[src/rtl/motion_object_line_buffer.sv]
// motion_object_line_buffer: double-banked motion-object line buffer with erase-after-read.
// One bank is written from the object shifter while the other is displayed and erased behind the beam.
module motion_object_line_buffer #(
    parameter int         WIDTH  = 256,
    parameter logic [2:0] TRANSP = 3'b111
) (
    input  logic       clk,
    input  logic       RESETn,
    input  logic       ce5,
    input  logic [2:0] AR,
    input  logic       WREN,
    input  logic       LOADX,
    input  logic [7:0] XPOS,
    input  logic       PLAYER2,
    input  logic       NEWLINE,
    output logic [2:0] MPX,
    output logic       MVALID,
    output logic       READY
);
    localparam int AW = $clog2(WIDTH);
    localparam logic [AW:0] SWEEP_END = (AW + 1)'(WIDTH);

    typedef enum logic {CLR, RUN} state_t;

    state_t state, state_nx;
    logic [AW:0] sweep;
    logic bank;
    logic [AW-1:0] wp, rx, waddr;
    logic [2:0] mem0 [WIDTH];
    logic [2:0] mem1 [WIDTH];
    logic [2:0] rd;
    logic tick, pix_we, rd_we, sweep_we;
    logic we0, we1;
    logic [AW-1:0] wa0, wa1;
    logic [2:0] wd0, wd1;

    function automatic logic [AW-1:0] step(input logic [AW-1:0] a, input logic dn);
        return dn ? ((a == '0) ? AW'(WIDTH - 1) : a - 1'b1)
                  : ((a == AW'(WIDTH - 1)) ? '0 : a + 1'b1);
    endfunction

    always_comb begin
        state_nx = (state == CLR && sweep == SWEEP_END) ? RUN : state;
        READY    = state == RUN;
    end

    assign tick     = state == RUN && ce5;
    assign waddr    = LOADX ? AW'(XPOS) : wp;
    assign rd       = bank ? mem0[rx] : mem1[rx];
    assign pix_we   = tick && WREN && AR != TRANSP;
    assign rd_we    = tick && !NEWLINE;
    assign sweep_we = state == CLR && sweep < SWEEP_END;

    // Each bank sees at most one write per clk: sweep, object pixel, or erase behind the read.
    always_comb begin
        we0 = sweep_we || (bank ? rd_we : pix_we);
        wa0 = sweep_we ? sweep[AW-1:0] : (bank ? rx : waddr);
        wd0 = (sweep_we || bank) ? TRANSP : AR;
        we1 = sweep_we || (bank ? pix_we : rd_we);
        wa1 = sweep_we ? sweep[AW-1:0] : (bank ? waddr : rx);
        wd1 = (sweep_we || !bank) ? TRANSP : AR;
    end

    always_ff @(posedge clk) begin
        if (we0) mem0[wa0] <= wd0;
        if (we1) mem1[wa1] <= wd1;
    end

    always_ff @(posedge clk or negedge RESETn) begin
        if (!RESETn) begin
            state  <= CLR;
            sweep  <= '0;
            bank   <= 1'b0;
            wp     <= '0;
            rx     <= '0;
            MPX    <= TRANSP;
            MVALID <= 1'b0;
        end else begin
            state <= state_nx;
            if (sweep_we) sweep <= sweep + 1'b1;
            if (tick) begin
                if (WREN) wp <= step(waddr, PLAYER2);
                else if (LOADX) wp <= waddr;
                if (NEWLINE) begin
                    bank   <= ~bank;
                    rx     <= '0;
                    MPX    <= TRANSP;
                    MVALID <= 1'b0;
                end else begin
                    MPX    <= rd;
                    MVALID <= rd != TRANSP;
                    rx     <= step(rx, 1'b0);
                end
            end
        end
    end
endmodule

[config.mk]
export PLATFORM = sky130hd
export DESIGN_NAME = motion_object_line_buffer
export DESIGN_NICKNAME = d
export VERILOG_FILES = /design/src/rtl/motion_object_line_buffer.sv
export SDC_FILE = /design/constraint.sdc
export NUM_CORES = 2
export LEC_CHECK = 0
export ABC_AREA = 0
export ABC_CLOCK_PERIOD_IN_PS = 9120
export BUFFER_PORTS_ARGS = -buffer_cell sky130_fd_sc_hd__buf_2
export CAP_MARGIN = 40
export CORE_UTILIZATION = 68
export DETAILED_ROUTE_END_ITERATION = 10
export PLACE_DENSITY = 0.95
export RECOVER_POWER = 100
export SLEW_MARGIN = 20
export SYNTH_ARGS = -nofsm -noshare
export SYNTH_HDL_FRONTEND = slang
export SYNTH_SLANG_ARGS = --single-unit
[constraint.sdc]
create_clock -name clk -period 9.12 [get_ports clk]
set_input_delay 1.824 -clock clk [delete_from_list [all_inputs] [get_ports clk]]
set_output_delay 1.824 -clock clk [all_outputs]
set_load 0.05 [all_outputs]
==> results of run 1 <==
[synthesized netlist by cell type, drive strengths merged, types with 3 or more instances]
master,count
a211o,3
o21ai,44
nor2b,24
and2,8
nand4,11
mux4,392
or3,5
and3,9
nor3b,3
xnor2,9
a211oi,18
nand3,45
o2111ai,4
o22ai,19
nor4,3
a2111oi,3
edfxtp,1536
nand2b,10
buf,125
mux2i,83
a22o,6
a21oi,50
o32ai,4
a31oi,19
or2,4
a221o,4
xor2,7
nand3b,3
mux2,15
a22oi,51
inv,11
o21a,5
nor2,589
a221oi,10
ha,6
nor3,7
a32oi,4
nand2,178
dfrtp,28
o31ai,12
clkbuf,96
dfstp,3
[stage by stage]
| stage | cells | utilization (%) | cell area [sq um] |
|---|---|---|---|
| global placement | 4590 | 70.2 | 64800 |
| detailed placement | 4617 | 70.8 | 65300 |
| CTS | 4876 | 75.8 | 69900 |
| floorplan | 3487 | - | 63700 |
[logic make-up after synthesis]
logic type	count (synthesis)	synth area share, %
AO/OA/AOI/OAI	274	2.91
XOR/XNOR	16	0.220
adder cells (fa/ha/maj)	6	0.118
buffers and inverters	232	1.88
flip-flops	1567	73.6
multiplexers	490	15.5
AND/OR/NAND/NOR	902	5.77
[per-layer routing]
layer  GRT overflow  global-route usage [%]
met1              3                    64.9
met2              3                    76.5
met3              0                    57.0
met4              7                    57.4
met5              0                    42.5
==> results_dict.tcl, run 1 <==
set metrics [dict create \
    die-width_microns 308 \
    initial_utilization_pct 69.1 \
    hpwlAfterDp_mm 113 \
    fp.dieH_microns 308 \
    ys_async_sr_fraction_pct 1.98 \
    hold_buffers 0 \
    synth_nets 3511 \
    clock_sinks 1567 \
    grt_max_degree 138 \
    cts-root-buf "clkbuf_16" \
    synth-seq-cells 1567 \
    avgSynthCellArea_sq_um 18.3 \
    synth_cell_types 67 \
    ys_seq_area_share_pct 73.6 \
    synthTopCellsByArea "edfxtp_1 72%, mux4_2 14%, nor2_1 3.5%" \
    numCtsBuffers 142 \
    synth_edf_count 1536 \
    synth_top_area_share_pct 72.4 \
    port_buffers 22 \
    error "[ERROR GRT-0232] Routing congestion too high. Check the congestion heatmap in the GUI." \
    failed_stage "global routing (5_1_grt)" \
    gp_congestion 0.917 \
    cts_setup_buffers 0 \
    grt_overflow 13 \
    antenna_found_initial 49 \
    track_usage_pct 64.8 \
    post_cts_resized 0 \
    synth_warnings 0 \
    rows 111 \
    dp_slack_ps 3160 \
    synth_cells 3487 \
    synth_ff_type "edfxtp_1" \
    clockBufferDepth 3 \
    num_io_pins 23 \
    yosysTopAreaCell "edfxtp_1" \
    status "stopped before the end" \
    syn_area_sq_mm 0.0637 \
    htreeDepth 4 \
]
==> run 2: changes to the inputs <==
- CORE_UTILIZATION: 68 -> 40
- PLACE_DENSITY: 0.95 -> default
- PLACE_DENSITY_LB_ADDON: default -> 0.15
==> results_dict.tcl, run 2 <==
set metrics [dict create \
    status "finished with violations" \
    failed_checks "design-rule violations, max-capacitance violations, max-slew violations" \
    ys_seq_area_share_pct 73.6 \
    cts.clk_slew.worst_paths_ps 70 \
    track_usage_pct 21.0 \
    die_area_sq_mm 0.161 \
    nNetsFinal 3566 \
    synth-seq-cells 1567 \
    cts_setup_buffers 0 \
    ys_async_sr_fraction_pct 1.98 \
    synth_top_area_share_pct 72.4 \
    post_cts_resized 0 \
    fin_crit_sh_pct 72.7 \
    synth_edf_count 1536 \
    initial_utilization_pct 40.3 \
    synth_cells 3487 \
    largestRegisters "mem0 x768, mem1 x768, sweep x9" \
    yosys.cell_count.top_type "edfxtp_1" \
    dpl_cell_area_sq_mm 0.0664 \
    clock_sinks 1567 \
    grt_setup_unrepaired "no" \
    grt_overflow 0 \
    hold_buffers 0 \
    grt_pass1_vias 33600 \
    slowest_stage "clkbuf_1" \
    area_growth_pct 12.0 \
    wl_per_cell_microns 29.5 \
    final_area_sq_mm 0.0713 \
    drcViolationCount 2 \
    ir_drop_v 0.000184 \
    layout-drive-gt1-share_pct 19.9 \
    worst_slack_ps 2490 \
    cts_tree "yes" \
    worstSetupStartpoint "rx[0]$_DFFE_PN0P_" \
    crit_path_max_incr_delay_ps 1980 \
    dp_slack_ps 3530 \
    grt_max_degree 257 \
    p_per_area_mw_per_mm2 202 \
    finalSetupViolations 0 \
    avgSynthCellArea_sq_um 18.3 \
    port_buffers 22 \
    vias 32800 \
    critical_path_buf_inv_count 1 \
    cp_top_family "simple AND/OR/NAND/NOR gates" \
    gp_congestion 0.786 \
    drt_iter0_drc 3415 \
    yosysTopAreaCell "edfxtp_1" \
    crit_path_end "MVALID$_DFFE_PN0P_" \
    hpwlAfterDp_mm 103 \
    path_class "register to register" \
    synth_cell_types 67 \
    die-width_microns 401 \
    drv_cap 16 \
    fin_tns_setup_ps 0 \
    worstPathMaxFanout 38 \
    rows 146 \
    cp_data_required_time_ps 9740 \
    htreeDepth 4 \
    synth_nets 3511 \
    layout_commonest_cell "edfxtp_1" \
    r2r-start "rx[0]$_DFFE_PN0P_" \
    worst_clock_skew_ps 31.8 \
    worst_pin_slew_ps 4470 \
    via_per_inst 5.72 \
    drt_wl_total_mm 169 \
    fp.dieH_microns 401 \
    arrival_ps 7250 \
    clockBufferDepth 3 \
    fmax_ghz 0.151 \
    synth_ff_type "edfxtp_1" \
    syn_area_sq_mm 0.0637 \
    slew-limit-headroom_pct -198 \
    numCtsBuffers 158 \
    reg2reg_depth 9 \
    drtAntennaViolNets 0 \
    period_needed_ps 6630 \
    startpoint_type "register" \
    drt-pass1-iter-count 8 \
    antennaDiodeCount 0 \
    cp_num_cells 9 \
    cp-end-kind "register" \
    synth_warnings 0 \
    synth_common_cells "1,536 x edfxtp_1, 589 x nor2_1, 386 x mux4_2" \
    layout_common_cells "1,536 x edfxtp_1, 586 x nor2_1, 386 x mux4_2" \
    regToRegSetupSlack_ps 2490 \
    power.leakage_nw 20.2 \
    cp_cell_sequence "clkbuf_1 > nor2b_1 > and3_1 > o41ai_1 > nand4_1 > nand4_1 > a31oi_1 > o21ai_0 > nand4b_1" \
    final_max_slew_viol_count 798 \
    core_sq_mm 0.158 \
    min_path_type "register to register" \
    synthTopCellsByArea "edfxtp_1 72%, mux4_2 14%, nor2_1 3.5%" \
    fillers 13500 \
    crit_top_cell "nand4_1" \
    rr_endpoint "MVALID$_DFFE_PN0P_" \
    clk_latency_ps 780 \
    final_hold_viol_count 0 \
    cts-root-buf "clkbuf_16" \
    num_io_pins 23 \
    grt_pass1_wl_mm 244 \
    antenna_found_initial 6 \
]
run 2: cell counts after synthesis:
Identical to the previous run, type by type.
run 2: cell families (layout without fill, tap and decap cells):
family	after synthesis	after routing	synth area share, %
AOI/OAI and AO/OA	274	274	2.91
muxes	490	490	15.5
xor gates and xnor gates	16	16	0.220
and+or+nand+nor	902	902	5.77
adders and majority gates	6	6	0.118
buffers and inverters	232	407	1.88
DFF	1567	1567	73.6
run 2: worst min-delay path by stage:
| stage | start | endpoint | slack [ps] | cells past startpoint |
|---|---|---|---|---|
| after CTS | wp[0]$_DFFE_PN0P_ | wp[0]$_DFFE_PN0P_ | 480 | 2 |
| after detailed placement | wp[0]$_DFFE_PN0P_ | wp[0]$_DFFE_PN0P_ | 470 | 2 |
| after floorplan | wp[0]$_DFFE_PN0P_ | wp[0]$_DFFE_PN0P_ | 450 | 2 |
| after global routing | wp[6]$_DFFE_PN0P_ | wp[6]$_DFFE_PN0P_ | 500 | 2 |
| after global placement | wp[4]$_DFFE_PN0P_ | wp[4]$_DFFE_PN0P_ | 460 | 2 |
| final | wp[0]$_DFFE_PN0P_ | wp[0]$_DFFE_PN0P_ | 480 | 2 |
run 2: area by class of cell:
cell class                 count  area, sq um  share of cell area (%)
multi-input combinational   1688        15600                    21.9
clock inverter                83          922                    1.29
clock buffer                 197         4250                    5.96
sequential                  1567        46900                    65.8
timing repair buffer         116          972                    1.36
inverter                      11         41.3                  0.0579
tap                         2072         2590                    3.63
run 2: worst register-to-register path, cell delays in order (launching register included):
cell	delay [ps]
dfrtp_4	920
clkbuf_1	1990
nor2b_1	790
and3_1	450
o41ai_1	610
nand4_1	370
nand4_1	320
a31oi_1	100
o21ai_0	750
nand4b_1	170
run 2: metrics by stage:
| step | cells | utilization (%) | hold WS [ps] | power [mW] |
|---|---|---|---|---|
| after floorplan | 3487 | - | 448 | 7.95 |
| after global placement | 5429 | 41.7 | 462 | 7.97 |
| after detailed placement | 5450 | 42.0 | 466 | 7.97 |
| after CTS | 5730 | 45.2 | 478 | 14.5 |
| after global routing | 5734 | 45.1 | 503 | 14.7 |
| final | 5734 | 45.1 | 477 | 14.4 |
run 2: where the power goes:
group          switching (mW)  total (mW)  leakage, nW  internal (mW)
logic                  0.0234      0.0355         4.82         0.0120
clock network            2.72        6.56         2.51           3.83
registers                   0        7.78         12.9           7.78
run 2: layer usage:
layer / up-vias / global-route usage, % / part of all wire (%)
met5: - / 0 / 0.0077
met4: 2 / 6.35 / 2.6
met3: 228 / 4.38 / 7.4
met2: 1220 / 32.1 / 46
met1: 17300 / 30.5 / 44
li1: 14000 / - / -
Power figures use the tool's default switching activity.
